===== config.mk =====
export PLATFORM = sky130hd
export DESIGN_NAME = cache_flush_engine
export DESIGN_NICKNAME = d
export VERILOG_FILES = /design/src/rtl/cache_pkg.sv /design/src/rtl/cache_flush_engine.sv
export SDC_FILE = /design/constraint.sdc
export NUM_CORES = 1
export LEC_CHECK = 0
export BUFFER_PORTS_ARGS = -buffer_cell sky130_fd_sc_hd__buf_4
export CAP_MARGIN = 20
export CORE_AREA = 3 3 229 231
export DETAILED_ROUTE_END_ITERATION = 10
export DIE_AREA = 0 0 232 234
export PLACE_DENSITY = 0.59
export SETUP_SLACK_MARGIN = 0.15
export SLEW_MARGIN = 0
export SYNTH_ARGS = -nofsm -noshare
export SYNTH_HDL_FRONTEND = slang
export SYNTH_SLANG_ARGS = --single-unit
export TNS_END_PERCENT = 50

===== constraint.sdc =====
create_clock -name clk -period 1.6 [get_ports clk]
set_input_delay 0.08 -clock clk [delete_from_list [all_inputs] [get_ports clk]]
set_output_delay 0.08 -clock clk [all_outputs]
set_load 0.01 [all_outputs]

===== src/rtl/cache_pkg.sv =====
// Shared cache definitions: geometry constants used by the arrays, the cache
// datapath and the flush engine, plus the flush engine state encoding.
package cache_pkg;

    localparam int S_OFFSET = 5;
    localparam int S_INDEX  = 3;
    localparam int S_TAG    = 32 - S_INDEX - S_OFFSET;
    localparam int S_LINE   = 256;
    localparam int NUM_SETS = 1 << S_INDEX;

    typedef enum logic [2:0] {
        FL_IDLE  = 3'd0,
        FL_CHECK = 3'd1,
        FL_WRITE = 3'd2,
        FL_CLEAR = 3'd3,
        FL_DONE  = 3'd4
    } flush_state_t;

endpackage


===== src/rtl/cache_flush_engine.sv =====
// Walks every set of the cache, writes valid+dirty lines back to physical
// memory and clears their dirty (and optionally valid) bits.
module cache_flush_engine
    import cache_pkg::flush_state_t;
    import cache_pkg::S_INDEX;
    import cache_pkg::FL_IDLE;
    import cache_pkg::FL_CHECK;
    import cache_pkg::FL_WRITE;
    import cache_pkg::FL_CLEAR;
    import cache_pkg::FL_DONE;
#(
    parameter int S_OFFSET   = cache_pkg::S_OFFSET,
    parameter int S_TAG      = cache_pkg::S_TAG,
    parameter int S_LINE     = cache_pkg::S_LINE,
    parameter int INVALIDATE = 0
) (
    input  logic                clk,
    input  logic                rst,
    input  logic                flush_req,
    output logic                busy,
    output logic                flush_done,
    output logic [S_INDEX-1:0]  arr_rindex,
    input  logic                valid_in,
    input  logic                dirty_in,
    input  logic [S_TAG-1:0]    tag_in,
    input  logic [S_LINE-1:0]   line_in,
    output logic                dirty_load,
    output logic                valid_load,
    output logic [S_INDEX-1:0]  arr_windex,
    output logic                arr_datain,
    output logic [31:0]         pmem_address,
    output logic [S_LINE-1:0]   pmem_wdata,
    output logic                pmem_write,
    input  logic                pmem_resp
);

    localparam logic                INV      = (INVALIDATE != 0);
    localparam logic [S_INDEX-1:0]  LAST_IDX = '1;

    flush_state_t        state_reg, state_next;
    logic [S_INDEX-1:0]  idx_reg, idx_next;
    logic [S_TAG-1:0]    tag_q_reg;
    logic [S_LINE-1:0]   line_q_reg;
    logic                capture;

    always_ff @(posedge clk) begin
        if (rst) begin
            state_reg  <= FL_IDLE;
            idx_reg    <= '0;
            tag_q_reg  <= '0;
            line_q_reg <= '0;
        end else begin
            state_reg <= state_next;
            idx_reg   <= idx_next;
            if (capture) begin
                tag_q_reg  <= tag_in;
                line_q_reg <= line_in;
            end
        end
    end

    always_comb begin
        state_next   = state_reg;
        idx_next     = idx_reg;
        capture      = 1'b0;
        busy         = 1'b1;
        flush_done   = 1'b0;
        dirty_load   = 1'b0;
        valid_load   = 1'b0;
        pmem_write   = 1'b0;
        pmem_address = '0;
        pmem_wdata   = '0;

        case (state_reg)
            FL_IDLE: begin
                busy     = 1'b0;
                idx_next = '0;
                if (flush_req) begin
                    state_next = FL_CHECK;
                end
            end

            FL_CHECK: begin
                if (valid_in && dirty_in) begin
                    capture    = 1'b1;
                    state_next = FL_WRITE;
                end else if (INV && valid_in) begin
                    state_next = FL_CLEAR;
                end else if (idx_reg == LAST_IDX) begin
                    state_next = FL_DONE;
                end else begin
                    idx_next = idx_reg + 1'b1;
                end
            end

            // Address and data come only from the captured registers so they
            // hold steady for however long memory takes to respond.
            FL_WRITE: begin
                pmem_write   = 1'b1;
                pmem_address = {tag_q_reg, idx_reg, {S_OFFSET{1'b0}}};
                pmem_wdata   = line_q_reg;
                if (pmem_resp) begin
                    state_next = FL_CLEAR;
                end
            end

            FL_CLEAR: begin
                dirty_load = 1'b1;
                valid_load = INV;
                if (idx_reg == LAST_IDX) begin
                    state_next = FL_DONE;
                end else begin
                    idx_next   = idx_reg + 1'b1;
                    state_next = FL_CHECK;
                end
            end

            // Index returns to 0 here so the index outputs read 0 in IDLE.
            FL_DONE: begin
                flush_done = 1'b1;
                idx_next   = '0;
                state_next = FL_IDLE;
            end

            default: begin
                busy       = 1'b0;
                idx_next   = '0;
                state_next = FL_IDLE;
            end
        endcase
    end

    assign arr_rindex = idx_reg;
    assign arr_windex = idx_reg;
    assign arr_datain = 1'b0;

endmodule


-- Word level (Yosys, flattened, before mapping)
Index checks and enable logic that the tools add are counted.
- word-level logic and storage cells: 37
- bits in registers: 286
- add/subtract/negate cells: 1
- muxes and demuxes: 17
- eq/ne operators: 9
- reductions and logical operators: 5
- bitwise gates (word level): 1
- operators by type and width (cell ; number):
    $mux 256 ; 1
    $mux 32 ; 1
    $mux 3 ; 7
    $pmux 3 s4 ; 1
    $pmux 3 s3 ; 1
    $eq 3x2->1 const B ; 2
    $eq 3x3->1 const B ; 2
    $mux 1 ; 6
    $ne 2x2->1 const B ; 3
    $reduce_or 4->1 ; 1
    $add 3x1->3 const B ; 1
    $eq 3x1->1 const B ; 1
    $logic_not 3->1 ; 1
    $ne 3x3->1 const B ; 1
    $reduce_and 3->1 ; 1
    $reduce_and 2->1 ; 1
    $logic_and 1x1->1 ; 1
    $not 1->1 ; 1

-- Depth between registers and ports, before layout
Gate-level depths: netlist of the first run.
- word-level depth: 4
- gate-level depth with buffers: 7
- gate-level depth less buffers: 5

-- Worst setup path after synthesis of the first run
OpenSTA, ideal clock, no wires.
- kind: flip-flop to flip-flop
- from: register state_reg[2]
- to: register line_q_reg[146]
- stages on the path, launching flop included: 8
- path slack: 147 ps
- data arrival time: 1381 ps
- required time: 1528 ps
- path buffers: 4
- setup time: 72 ps
- path through: dfxtp_1 buf_2 nand2b_4 nor3_2 buf_4 buf_8 buf_8 mux2i_1
- cells in the longest elaborated chain, start to end: 2
- ends and longest elaborated chain (what ; RTL line ; RTL):
    start: declaration ; cache_flush_engine.sv:40 ; flush_state_t state_reg, state_next;
    start signal: assignment ; cache_flush_engine.sv:53 ; state_reg <= state_next;
    $eq 3x1->1 ; cache_flush_engine.sv:74 ; case (state_reg)
    $mux 1 ; cache_flush_engine.sv:74 ;
    end signal: assignment ; cache_flush_engine.sv:57 ; line_q_reg <= line_in;
    end: declaration ; cache_flush_engine.sv:43 ; logic [S_LINE-1:0] line_q_reg;
No other way between the ends.
A chain may end at the register's enable or synchronous reset.

-- Worst setup path after layout of the first run
- from: register state_reg[0]
- to: output pmem_wdata[227]
- cells in the longest elaborated chain, start to end: 2
- ends and longest elaborated chain (what ; RTL line ; RTL):
    $eq 3x2->1 ; cache_flush_engine.sv:74 ;
    $mux 256 ; cache_flush_engine.sv:74 ;
    end: declaration ; cache_flush_engine.sv:32 ; output logic [S_LINE-1:0] pmem_wdata,
No other way between the ends.

==> impl_table.tex, run 1 <==
\begin{tabular}{lr}
\hline
Metric & Value \\
\hline
\multicolumn{2}{l}{\textbf{Outcome}} \\
Outcome & finished, violations left \\
Violated checks & setup timing \\
\multicolumn{2}{l}{\textbf{GRT}} \\
Largest net degree at the start of global routing & a little under 90 \\
Remaining global-route overflow & 0 \\
Wire length of the first global-routing pass & around 77000 um \\
Via count of the first global-routing pass & approximately 14000 \\
Overall routing resource usage & around 18\% \\
Antenna violations before repair & 3 \\
\multicolumn{2}{l}{\textbf{Place}} \\
Cell Count Post-Placement & 2764 \\
Number of buffer cells added on primary ports & between 500 and 600 \\
Placed wire-length estimate & roughly 35000 um \\
Final weighted congestion of routability-driven global placement & 0.804 \\
\multicolumn{2}{l}{\textbf{Flow run}} \\
\# Max-Cap Violations & 0 \\
\multicolumn{2}{l}{\textbf{Timing}} \\
Highest clock frequency the design can meet & 494 MHz \\
Minimum clock period after layout & approximately 2.0 ns \\
Number of slew-limit violations in the final report & 0 \\
RSZ-0062 raised after global routing & true \\
Setup slack after layout & -0.424 ns \\
Post-route clock skew & approximately 0.012 ns \\
Final worst path period share & 127\% \\
Final Hold Violating Endpoints & 0 \\
Endpoints failing setup & $\sim$530 \\
Sum of negative setup slack & -114.34 ns \\
\multicolumn{2}{l}{\textbf{Worst setup path}} \\
Type of the worst setup path & reg2out \\
Data required, critical path & between 1.5 and 2 ns \\
Critical-path maximum fanout & 16 \\
Type of element capturing the critical path & output port \\
Cell-by-cell listing of the critical path & nand2b\_4 -> nor2\_4 -> buf\_6 -> clkbuf\_16 -> buf\_16 -> and2\_1 -> buf\_4 \\
CP max stage cell & dfxtp\_4 \\
Delay of the slowest critical-path stage & $\sim$0.34 ns \\
Data arrival time of the critical path & $\sim$1.9 ns \\
Nature of the critical path startpoint & register \\
\multicolumn{2}{l}{\textbf{Floorplan}} \\
Effective utilization at floorplan & 29.6\% \\
\# IOs & roughly 590 \\
Std cell rows & just over 80 \\
Die outline height & 234 um \\
Core footprint & 50300 sq um \\
Width of the die & between 200 and 250 um \\
Overall die area & roughly 54000 sq um \\
\multicolumn{2}{l}{\textbf{Route}} \\
Via density & around 4.4 \\
Number of vias after detailed routing & around 14000 \\
Count of antenna-violating nets left after detailed routing & 0 \\
Number of DRC markers after the initial detailed-route iteration & 461 \\
Routed WL & around 54000 um \\
DRC viols & 0 \\
Routed len/inst & 17.1 um \\
Detailed Routing Iterations Pass 1 & 4 \\
\multicolumn{2}{l}{\textbf{Layout}} \\
Net total in the final layout & around 2700 \\
Relative area change from synthesis to final layout & 76.9\% \\
Flip-flop count of the largest register, all copies and words added & between 200 and 300 \\
Fraction of layout instances using a drive strength above 1 & 37.7\% \\
Non-filler instance count after layout & around 3200 \\
\multicolumn{2}{l}{\textbf{Logic synthesis}} \\
Number of synthesized register bits & approximately 290 \\
Unique masters post-synth & 28 \\
Fraction of the mapped netlist area in simple logic gates & between 30\% and 40\% \\
Count of flip-flops with a built-in enable after synthesis & 0 \\
Adder and majority gate portion of the synthesized area & less than 1\% \\
Async S/R FF share, synth & 0\% \\
Main combinational cell family by area after synthesis & simple AND/OR/NAND/NOR gates \\
Top cell type by total area after synthesis & dfxtp\_1 \\
Cell types with the highest counts after synthesis & nand2b\_1 (562), dfxtp\_1 (286), and2\_1 (285), mux2i\_1 (281), clkbuf\_1 (91) \\
Yosys synthesis warning count & 0 \\
Synthesized area per cell & around 9.4 sq um \\
Most common flop cell mapped by yosys & dfxtp\_1 \\
Share of the synthesized area in the top cell type & roughly 39\% \\
Fraction of synthesized cell area in xor and xnor cells & 0.0589\% \\
Ranking of synthesized cells by area & dfxtp\_1 (39\%), nand2b\_1 (24\%), mux2i\_1 (19\%) \\
Part of the Yosys area used for sequential elements & between 30 and 40\% \\
Fraction of synthesized area in multiplexers & roughly a fifth \\
Total standard cell area after synthesis & between 10000 and 15000 sq um \\
Fraction of the mapped netlist area in compound gates & less than 1\% \\
Library cell with the highest instance count after synthesis & nand2b\_1 \\
Number of standard cells after synthesis & around 1600 \\
\multicolumn{2}{l}{\textbf{Clock network}} \\
Clock Root Buffer & clkbuf\_16 \\
Clock Tree Buf Depth & 3 \\
Number of buffers created by CTS & 37 \\
Count of clock tree sinks & 286 \\
Clock-pin slew of the registers on the worst-case setup and hold paths & approximately 0.050 ns \\
Insertion delay to the later sink of the worst-skew pair & between 0.5 and 0.6 ns \\
TritonCTS clock tree & done \\
H-Tree Level Count & 2 \\
\multicolumn{2}{l}{\textbf{Power}} \\
Total leakage power & approximately 11 nW \\
Max rail drop VDD & 0.000558 V \\
Cell area power density & around 710 nW/um\^{}2 \\
\multicolumn{2}{l}{\textbf{Hold path}} \\
Hold WC Path Type & in2reg \\
\hline
\end{tabular}
-- layout by cell type, fill, tap and decap left out --
cell type      instances
a211oi_1               1
mux2_2                 1
clkbuf_16             56
nor3_4                 1
a31oi_1                1
and2_4               188
bufinv_16              3
buf_12                28
nor3_1                 2
nor2_1                 2
buf_16                 8
o32ai_1                3
clkbuf_1              11
inv_1                  3
nand2b_4               2
dfxtp_1              284
and3b_1                1
buf_8                 12
or3b_2                 3
dlygate4sd3_1        283
mux2i_1              281
ha_1                   3
o22a_1                 1
buf_6                197
diode_2                2
clkbuf_8              11
inv_6                  2
nand2_1                2
clkinv_2               1
nand2b_1             561
and2_1                97
a21oi_1                1
dfxtp_4                1
xnor2_1                1
nor2_4                 1
buf_4                418
dfxtp_2                1
or3_1                  1
conb_1                 7
-- cells by family after synthesis --
logic type / Yosys count
flip-flops: 286
buffers and inverters: 140
AND/OR/NAND/NOR: 861
adder cells (fa/ha/maj): 3
multiplexers: 282
AO/OA/AOI/OAI: 7
XOR/XNOR: 1
other: 1
-- metal layers --
metal	vias to the layer above	GRT usage [%]	part of all wire [%]
li1	6732	-	-
met5	-	0	0.024
met4	2	6.60	3.0
met1	6509	20.0	40
met2	434	31.5	51
met3	94	4.71	6.6
-- final cells by class --
cell class / count / area [sq um]
fill: 4307 / 24000
inverter: 3 / 11.3
clock buffer: 61 / 1170
multi-input combinational: 1161 / 8830
timing repair buffer: 963 / 9580
antenna: 2 / 5.00
sequential: 286 / 5730
tap: 672 / 841
clock inverter: 6 / 113
-- what timing repair did --
item | in CTS | in global routing
buffers inserted | 9 | 3
cloned | 5 | 21
pin swaps | 17 | 127
hold buffers | 283 | 0
gates resized for setup | 84 | 334
endpoints found under the setup margin | 543 | 557
hold endpoints to repair | 282 | 0
-- report_power, final --
| part | internal [mW] | switching (mW) |
|---|---|---|
| Sequential | 7.32 | 0.109 |
| Combinational | 1.68 | 0.975 |
| Clock | 5.46 | 3.22 |
| Total | 14.5 | 4.31 |
-- metrics by stage --
| stage | hold slack, ns | total power [mW] | utilization, % | area, sq um | worst slack (ns) |
|---|---|---|---|---|---|
| 5_1_grt | 0.0339 | 19.5 | 52.3 | 26300 | -0.515 |
| 6_report | 0.0452 | 18.8 | 52.3 | 26300 | -0.424 |
| 3_3_place_gp | 0.348 | 9.40 | 39.9 | 20100 | 0.0346 |
| 2_1_floorplan | 0.235 | 8.53 | - | 14900 | 0.157 |
| 4_1_cts | 0.00282 | 18.9 | 49.2 | 24700 | -0.467 |
| 3_5_place_dp | 0.358 | 9.43 | 39.9 | 20100 | 0.00104 |
-- critical path: cells and delay by family (launching register included) --
kind	cells	cell delay, ns
buffers and inverters	4	0.64
and+or+nand+nor	3	0.43
DFF	1	0.34
-- worst paths after layout --
kind	startpoint	end	slack, ns	cells after the start
worst min-delay path	pmem_resp	state_reg[0]	0.05	4
worst min register to register	line_q_reg[223]	line_q_reg[223]	0.47	2
worst max-delay path	state_reg[0]	pmem_wdata[227]	-0.42	7
worst max register to register	state_reg[0]	line_q_reg[113]	-0.12	7
No activity file was read; power rests on OpenSTA's default activity.
==> run 2: changes to the inputs <==
--- a/config.mk
+++ b/config.mk
@@ -5,12 +5,13 @@
 export SDC_FILE = /design/constraint.sdc
 export NUM_CORES = 1
 export LEC_CHECK = 0
+export ABC_AREA = 1
 export BUFFER_PORTS_ARGS = -buffer_cell sky130_fd_sc_hd__buf_4
 export CAP_MARGIN = 20
-export CORE_AREA = 3 3 229 231
+export CORE_AREA = 3 3 225 227
 export DETAILED_ROUTE_END_ITERATION = 10
-export DIE_AREA = 0 0 232 234
-export PLACE_DENSITY = 0.59
+export DIE_AREA = 0 0 228 230
+export PLACE_DENSITY = 0.53
 export SETUP_SLACK_MARGIN = 0.15
 export SLEW_MARGIN = 0
 export SYNTH_ARGS = -nofsm -noshare
==> run 2 against run 1 <==
Effect of this change:
- the run still ends with setup timing left
- fmax is 1.2% higher
- clock power is 4.8% lower
- worst setup slack better by 0.024 ns
- utilization is 5.9 points lower
- critical endpoint is now pmem_wdata[206]
- largest cell class unchanged
==> impl_table.tex, run 2 <==
\begin{tabular}{lr}
\hline
Metric & Value \\
\hline
\multicolumn{2}{l}{\textbf{Place}} \\
Placed wire-length estimate & 30400 um (-13\%) \\
Final weighted congestion of routability-driven global placement & 0.872 (+8.4\%) \\
Number of buffer cells added on primary ports & 578 (unchanged) \\
Cell Count Post-Placement & 2755 (-0.33\%) \\
\multicolumn{2}{l}{\textbf{Clock network}} \\
Clock Root Buffer & clkbuf\_16 \\
Clock-pin slew of the registers on the worst-case setup and hold paths & 0.06 ns (about the same) \\
Number of buffers created by CTS & 34 (-8.1\%) \\
Count of clock tree sinks & 286 (unchanged) \\
H-Tree Level Count & 2 (unchanged) \\
Insertion delay to the later sink of the worst-skew pair & 0.53 ns (about the same) \\
Clock Tree Buf Depth & 3 (unchanged) \\
TritonCTS clock tree & done \\
\multicolumn{2}{l}{\textbf{Route}} \\
Routed WL & 49700 um (-7.6\%) \\
Number of vias after detailed routing & 13712 (-0.43\%) \\
Detailed Routing Iterations Pass 1 & 5 (+1) \\
Routed len/inst & 15.9 um (-7.1\%) \\
Count of antenna-violating nets left after detailed routing & 0 (unchanged) \\
Number of DRC markers after the initial detailed-route iteration & 553 (+20\%) \\
Via density & 4.37 (+0.18\%) \\
DRC viols & 0 (unchanged) \\
\multicolumn{2}{l}{\textbf{Floorplan}} \\
Width of the die & 228 um (-1.7\%) \\
\# IOs & 586 (unchanged) \\
Overall die area & 52400 sq um (-3.4\%) \\
Core footprint & 48800 sq um (-2.8\%) \\
Std cell rows & 81 (-1.2\%) \\
Effective utilization at floorplan & 23.8\% (-5.7 points) \\
Die outline height & 230 um (-1.7\%) \\
\multicolumn{2}{l}{\textbf{Power}} \\
Max rail drop VDD & 0.000518 V (-7.2\%) \\
Cell area power density & 839 nW/um\^{}2 (+17\%) \\
Sequential cell fraction of total power & 40.4\% (+0.8 points) \\
Pint & 14.3 mW (-1.1\%) \\
Sw Share & 24.6\% (+1.7 points) \\
Switching power & 4.68 mW (+8.7\%) \\
Relative contribution of combinational cells to total power & 16.1\% (+1.9 points) \\
Total leakage power & 9.15 nW (-16\%) \\
Fraction of power consumed by the clock network & 43.5\% (-2.8 points) \\
\multicolumn{2}{l}{\textbf{Layout}} \\
Core utilization of the finished layout & 46.4\% (-5.9 points) \\
Non-filler instance count after layout & 3135 (-0.60\%) \\
Commonest non-fill, non-tap cells in the layout & buf\_4 (533), inv\_1 (287), dlygate4sd3\_1 (285), a21oi\_1 (283), dfxtp\_1 (283) \\
Fraction of layout instances using a drive strength above 1 & 36.5\% (-1.2 points) \\
Flip-flop count of the largest register, all copies and words added & 256 (unchanged) \\
Relative area change from synthesis to final layout & 94.5\% \\
Net total in the final layout & 2735 (-0.22\%) \\
Commonest non-fill, non-tap cell in the layout & buf\_4 \\
\multicolumn{2}{l}{\textbf{Worst setup path}} \\
Critical-path maximum fanout & 17 (+1) \\
Type of element capturing the critical path & output port \\
Data arrival time of the critical path & 1.92 ns (-0.02 ns) \\
Data required, critical path & 1.52 ns (about the same) \\
Worst r2r path cells & 8 (+1) \\
R2R Setup Slk & -0.15 ns (-0.03 ns) \\
Type of the worst setup path & reg2out \\
Nature of the critical path startpoint & register \\
\multicolumn{2}{l}{\textbf{Logic synthesis}} \\
Top cell type by total area after synthesis & dfxtp\_1 \\
Share of the synthesized area in the top cell type & 49.2\% (+11 points) \\
Part of the Yosys area used for sequential elements & 49.2\% (+11 points) \\
Count of flip-flops with a built-in enable after synthesis & 0 (unchanged) \\
Number of standard cells after synthesis & 1603 (+1.4\%) \\
Total standard cell area after synthesis & 11600 sq um (-22\%) \\
Unique masters post-synth & 20 (-29\%) \\
Cell types with the highest counts after synthesis & nor2\_1 (293), inv\_1 (289), dfxtp\_1 (286), a21oi\_1 (283), o21ai\_0 (160) \\
Library cell with the highest instance count after synthesis & nor2\_1 \\
Ranking of synthesized cells by area & dfxtp\_1 (49\%), a21oi\_1 (12\%), nor2\_1 (9.4\%) \\
Most common flop cell mapped by yosys & dfxtp\_1 \\
Yosys synthesis warning count & 0 (unchanged) \\
Synthesized area per cell & 7.27 sq um (-23\%) \\
Number of synthesized register bits & 286 (unchanged) \\
Async S/R FF share, synth & 0\% (unchanged) \\
\multicolumn{2}{l}{\textbf{Timing}} \\
Number of slew-limit violations in the final report & 0 (unchanged) \\
Minimum clock period after layout & 2.00 ns (-0.0236 ns) \\
Endpoints failing setup & 449 (-16\%) \\
Post-route clock skew & 0.0103 ns (-0.00194 ns) \\
Setup slack after layout & -0.401 ns (+0.0236 ns) \\
Sum of negative setup slack & -93.68 ns (+20.66 ns) \\
Final worst path period share & 125\% (-1.5 points) \\
Final Hold Violating Endpoints & 0 (unchanged) \\
Highest clock frequency the design can meet & 500 MHz (+1.2\%) \\
RSZ-0062 raised after global routing & true \\
\multicolumn{2}{l}{\textbf{GRT}} \\
Remaining global-route overflow & 0 (unchanged) \\
Antenna violations before repair & 1 (-2) \\
Largest net degree at the start of global routing & 99 (+14\%) \\
Via count of the first global-routing pass & 13767 (-2.9\%) \\
Overall routing resource usage & 17.5\% (-0.068 points) \\
Wire length of the first global-routing pass & 74800 um (-2.5\%) \\
\multicolumn{2}{l}{\textbf{Outcome}} \\
Violated checks & setup timing \\
Outcome & finished, violations left \\
\multicolumn{2}{l}{\textbf{Hold path}} \\
Count of cells along the worst hold path & 6 (+2) \\
Hold WC Path Type & in2reg \\
\multicolumn{2}{l}{\textbf{Flow run}} \\
\# Max-Cap Violations & 0 (unchanged) \\
\hline
\end{tabular}
[run 2: changes by cell type in the layout (fill, tap and decap cells not counted), sizes merged, moves of 25 or more]
cell and change:
nand2b -563, nor2 +291, inv +290, and2 -285
a21oi +282, mux2i -281, o21ai +280, buf -25
[run 2: per-stage QoR]
stage | power (mW) | worst slack, ns | instance area [sq um] | hold WS (ns)
2_1_floorplan | 8.90 | 0.181 | 11700 | 0.152
3_3_place_gp | 9.80 | -0.0497 | 16600 | 0.301
3_5_place_dp | 9.84 | -0.0621 | 16600 | 0.305
4_1_cts | 19.1 | -0.375 | 22000 | 0.0483
5_1_grt | 19.8 | -0.494 | 22700 | 0.0799
6_report | 19.0 | -0.401 | 22700 | 0.0724
[run 2: power by group through the flow]
| stage | registers (mW) | clock network [mW] | logic (mW) |
|---|---|---|---|
| CTS | 7.67 | 8.51 | 2.91 |
| detailed placement | 7.82 | 0 | 2.02 |
| finish | 7.67 | 8.27 | 3.06 |
| global placement | 7.81 | 0 | 1.99 |
| global route | 7.71 | 8.79 | 3.35 |
| floorplan | 7.80 | 0 | 1.10 |
[run 2: worst max-delay path: stages (launching register included)]
cell	delay (ns)
dfxtp_2	0.34
inv_2	0.05
nor3_4	0.18
buf_6	0.14
buf_8	0.12
inv_16	0.08
buf_16	0.18
nor2_1	0.12
buf_4	0.15
[run 2: layout make-up]
type | count | area [sq um]
flip-flops and latches | 286 | 5730
well taps | 664 | 831
multi-input cells | 897 | 5010
clock buffers | 50 | 1050
diodes | 2 | 5.00
repair inverters | 3 | 60.1
inverters | 292 | 1120
repair buffers | 932 | 8700
clock inverters | 9 | 148
fillers | 4551 | 26200
[run 2: kinds of logic (layout without fill, tap and decap cells)]
kind of cell             Yosys count  after routing  share of synthesized area, %
buffers and inverters            426           1286                          15.6
flip-flops                       286            286                          49.2
adder cells (fa/ha/maj)            3              3                         0.322
AND/OR/NAND/NOR                  324            324                          10.7
other                              1              9                        0.0322
AO/OA/AOI/OAI                    563            563                          24.2
[run 2: final timing paths]
check,start,end
worst min-delay path,valid_in,state_reg[0]
worst max-delay path,state_reg[1],pmem_wdata[206]
worst min register to register,line_q_reg[63],line_q_reg[63]
worst max register to register,state_reg[1],line_q_reg[157]
[run 2: layer usage]
layer / up-vias / wire (um) / global-route usage [%]
met5: - / 0 / 0
met4: 0 / 1730 / 6.10
met3: 107 / 3710 / 4.84
met2: 553 / 24200 / 30.5
met1: 6325 / 20100 / 20.7
li1: 6727 / - / -
[run 2: what timing repair did]
action	4_1_cts	5_1_grt
endpoints found under the hold margin	283	0
resized for setup	274	120
hold buffers	285	0
endpoints found under the setup margin	567	573
setup buffers	8	0
gates cloned	15	11
pin swaps	3	2
==> run 3: changes to the inputs <==
==> constraint.sdc (replaced) <==
create_clock -name clk -period 2.1 [get_ports clk]
set_input_delay 0.105 -clock clk [delete_from_list [all_inputs] [get_ports clk]]
set_output_delay 0.105 -clock clk [all_outputs]
set_load 0.01 [all_outputs]
==> run 3 against run 2 <==
Effect of this change:
- the run now ends clean
- combinational power shrank 34%
- clock skew rose by 0.0046 ns
- first-iteration DRC count rose by 3.8%
- via count shrank 4.3%
- die area stayed put
- clock power shrank 24%
- sequential share of layout area is 2.1 points higher
- critical path type unchanged
- critical endpoint is now pmem_wdata[197]
- largest cell class unchanged
==> impl_table.tex, run 3 (synthesized netlist as in run 2, its figures left out) <==
\begin{tabular}{lr}
\hline
Metric & Value \\
\hline
\multicolumn{2}{l}{\textbf{Outcome}} \\
Outcome & finished clean \\
\multicolumn{2}{l}{\textbf{Floorplan}} \\
\# IOs & 586 (unchanged) \\
Die outline height & 230 um (unchanged) \\
Effective utilization at floorplan & 23.8\% (unchanged) \\
Core footprint & 48800 sq um (unchanged) \\
Overall die area & 52400 sq um (unchanged) \\
Std cell rows & 81 (unchanged) \\
Width of the die & 228 um (unchanged) \\
\multicolumn{2}{l}{\textbf{Clock network}} \\
Clock-pin slew of the registers on the worst-case setup and hold paths & 0.06 ns (about the same) \\
H-Tree Level Count & 2 (unchanged) \\
Count of clock tree sinks & 286 (unchanged) \\
Clock Tree Buf Depth & 3 (unchanged) \\
Number of buffers created by CTS & 35 (+2.9\%) \\
Insertion delay to the later sink of the worst-skew pair & 0.52 ns (about the same) \\
TritonCTS clock tree & done \\
Clock Root Buffer & clkbuf\_16 \\
\multicolumn{2}{l}{\textbf{GRT}} \\
Via count of the first global-routing pass & 13278 (-3.6\%) \\
Remaining global-route overflow & 0 (unchanged) \\
Wire length of the first global-routing pass & 70000 um (-6.3\%) \\
Overall routing resource usage & 16.2\% (-1.3 points) \\
Met2 track demand over resource & 28.3\% (-2.2 points) \\
Antenna violations before repair & 0 (-1) \\
Met3 Usage GRT & 3.91\% (-0.93 points) \\
Global route hottest layer & met2 \\
Largest net degree at the start of global routing & 99 (unchanged) \\
Met1 GRT Util & 19.2\% (-1.5 points) \\
\multicolumn{2}{l}{\textbf{Timing}} \\
Endpoints failing setup & 0 (-100\%) \\
Post-route clock skew & 0.0149 ns (+0.00461 ns) \\
Number of slew-limit violations in the final report & 0 (unchanged) \\
Sum of negative setup slack & 0 ns (+93.68 ns) \\
Highest clock frequency the design can meet & about 500 MHz \\
RSZ-0062 raised after global routing & true \\
Minimum clock period after layout & between 1.5 and 2 ns \\
Final Hold Violating Endpoints & 0 (unchanged) \\
Final worst path period share & 93.3\% \\
\multicolumn{2}{l}{\textbf{Layout}} \\
Flip-flop count of the largest register, all copies and words added & 256 (unchanged) \\
\# fillers & 4777 (+5.0\%) \\
Net total in the final layout & 2703 (-1.2\%) \\
Fraction of layout instances using a drive strength above 1 & 29.9\% (-6.6 points) \\
Commonest non-fill, non-tap cell in the layout & buf\_4 \\
Area taken by multi-input logic gates & 4260 sq um (-15\%) \\
Layout Cell Area excl Fill & 20900 sq um (-7.7\%) \\
Commonest non-fill, non-tap cells in the layout & buf\_4 (594), inv\_1 (288), dfxtp\_1 (284), dlygate4sd3\_1 (284), a21oi\_1 (283) \\
Area of all sequential standard cells & 5730 sq um (about the same) \\
Ant. Diodes & 0 (-2) \\
Relative area change from synthesis to final layout & 79.5\% \\
\multicolumn{2}{l}{\textbf{Route}} \\
Number of vias after detailed routing & 13122 (-4.3\%) \\
Via density & 4.23 (-3.3\%) \\
Routed len/inst & 14.5 um (-8.7\%) \\
DRC viols & 0 (unchanged) \\
Count of antenna-violating nets left after detailed routing & 0 (unchanged) \\
Number of DRC markers after the initial detailed-route iteration & 574 (+3.8\%) \\
Routed WL & 44900 um (-9.6\%) \\
Detailed Routing Iterations Pass 1 & 5 (unchanged) \\
\multicolumn{2}{l}{\textbf{Power}} \\
Cell area power density & 676 nW/um\^{}2 (-19\%) \\
Total leakage power & 8.71 nW (-4.8\%) \\
Power after layout & 14.1 mW (-26\%) \\
Max rail drop VDD & 0.000477 V (-7.8\%) \\
\multicolumn{2}{l}{\textbf{Place}} \\
Placement Cell Area & 16500 sq um (-0.40\%) \\
Final weighted congestion of routability-driven global placement & 0.871 (-0.13\%) \\
Number of buffer cells added on primary ports & 578 (unchanged) \\
Placed wire-length estimate & 30100 um (-0.72\%) \\
\multicolumn{2}{l}{\textbf{Worst setup path}} \\
Nature of the critical path startpoint & register \\
Type of element capturing the critical path & output port \\
Data arrival time of the critical path & 1.85 ns (-0.07 ns) \\
Critical-path maximum fanout & 27 (+10) \\
Data required, critical path & 2.00 ns (+0.48 ns) \\
Type of the worst setup path & reg2out \\
\multicolumn{2}{l}{\textbf{Hold path}} \\
Hold WC Path Type & in2reg \\
\multicolumn{2}{l}{\textbf{Flow run}} \\
\# Max-Cap Violations & 0 (unchanged) \\
\hline
\end{tabular}
## run 3: changes by cell type in the layout (fill, tap and decap cells not counted), moves of 2 or more
| cell | previous run | this run |
|---|---|---|
| nor2_2 | 105 | 46 |
| buf_12 | 17 | 10 |
| diode_2 | 2 | 0 |
| inv_16 | 4 | 2 |
| buf_6 | 68 | 5 |
| buf_16 | 17 | 3 |
| nor2_4 | 82 | 3 |
| buf_4 | 533 | 594 |
| clkbuf_16 | 46 | 39 |
| nor2_1 | 107 | 245 |
| clkbuf_1 | 5 | 7 |
## run 3: worst paths after layout
kind	from	end	slack (ns)	depth (start not counted)
worst max-delay path	state_reg[2]	pmem_wdata[197]	0.14	6
worst min register to register	line_q_reg[68]	line_q_reg[68]	0.45	2
worst min-delay path	flush_req	state_reg[0]	0.06	7
worst max register to register	state_reg[2]	line_q_reg[144]	0.28	7
## run 3: layer usage
| metal | vias up | routed length (um) |
|---|---|---|
| li1 | 6645 | - |
| met2 | 487 | 21600 |
| met1 | 5896 | 18600 |
| met3 | 94 | 3130 |
| met5 | - | 0 |
| met4 | 0 | 1610 |
## run 3: layout make-up
| type | count | share of cell area [%] |
|---|---|---|
| repair buffers | 901 | 37.0 |
| well taps | 664 | 3.97 |
| multi-input cells | 897 | 20.4 |
| flip-flops and latches | 286 | 27.4 |
| clock buffers | 53 | 5.15 |
| repair inverters | 1 | 0.0958 |
| clock inverters | 9 | 0.605 |
| inverters | 292 | 5.38 |
## run 3: timing repair
action | 4_1_cts | 5_1_grt
resized for setup | 13 | 59
hold buffers | 284 | 0
endpoints found under the hold margin | 284 | 0
buffers inserted | 1 | 0
endpoints found under the setup margin | 249 | 308
gates cloned | 2 | 2
## run 3: metrics by stage
| step | util [%] | setup slack, ns | instances | hold slack (ns) |
|---|---|---|---|---|
| after floorplan | - | 0.577 | 1609 | 0.177 |
| after detailed placement | 33.9 | 0.285 | 2752 | 0.340 |
| after global placement | 33.9 | 0.361 | 2752 | 0.336 |
| after global routing | 42.8 | 0.0637 | 3103 | 0.0933 |
| final | 42.8 | 0.142 | 3103 | 0.0574 |
| after CTS | 42.3 | 0.0595 | 3101 | 0.0177 |
## run 3: report_power, final
group	leakage, nW	switching, mW	internal (mW)
sequential	2.33	0.0905	5.75
clock	0.591	2.36	3.90
combinational	5.80	0.965	1.07
total	8.71	3.41	10.7
## run 3: worst max-delay path, cell delays in order, from the launching register on
cell       delay (ns)
dfxtp_1          0.35
nor3_2           0.20
buf_6            0.17
inv_16           0.09
clkbuf_16        0.22
nor2_1           0.13
buf_4            0.14
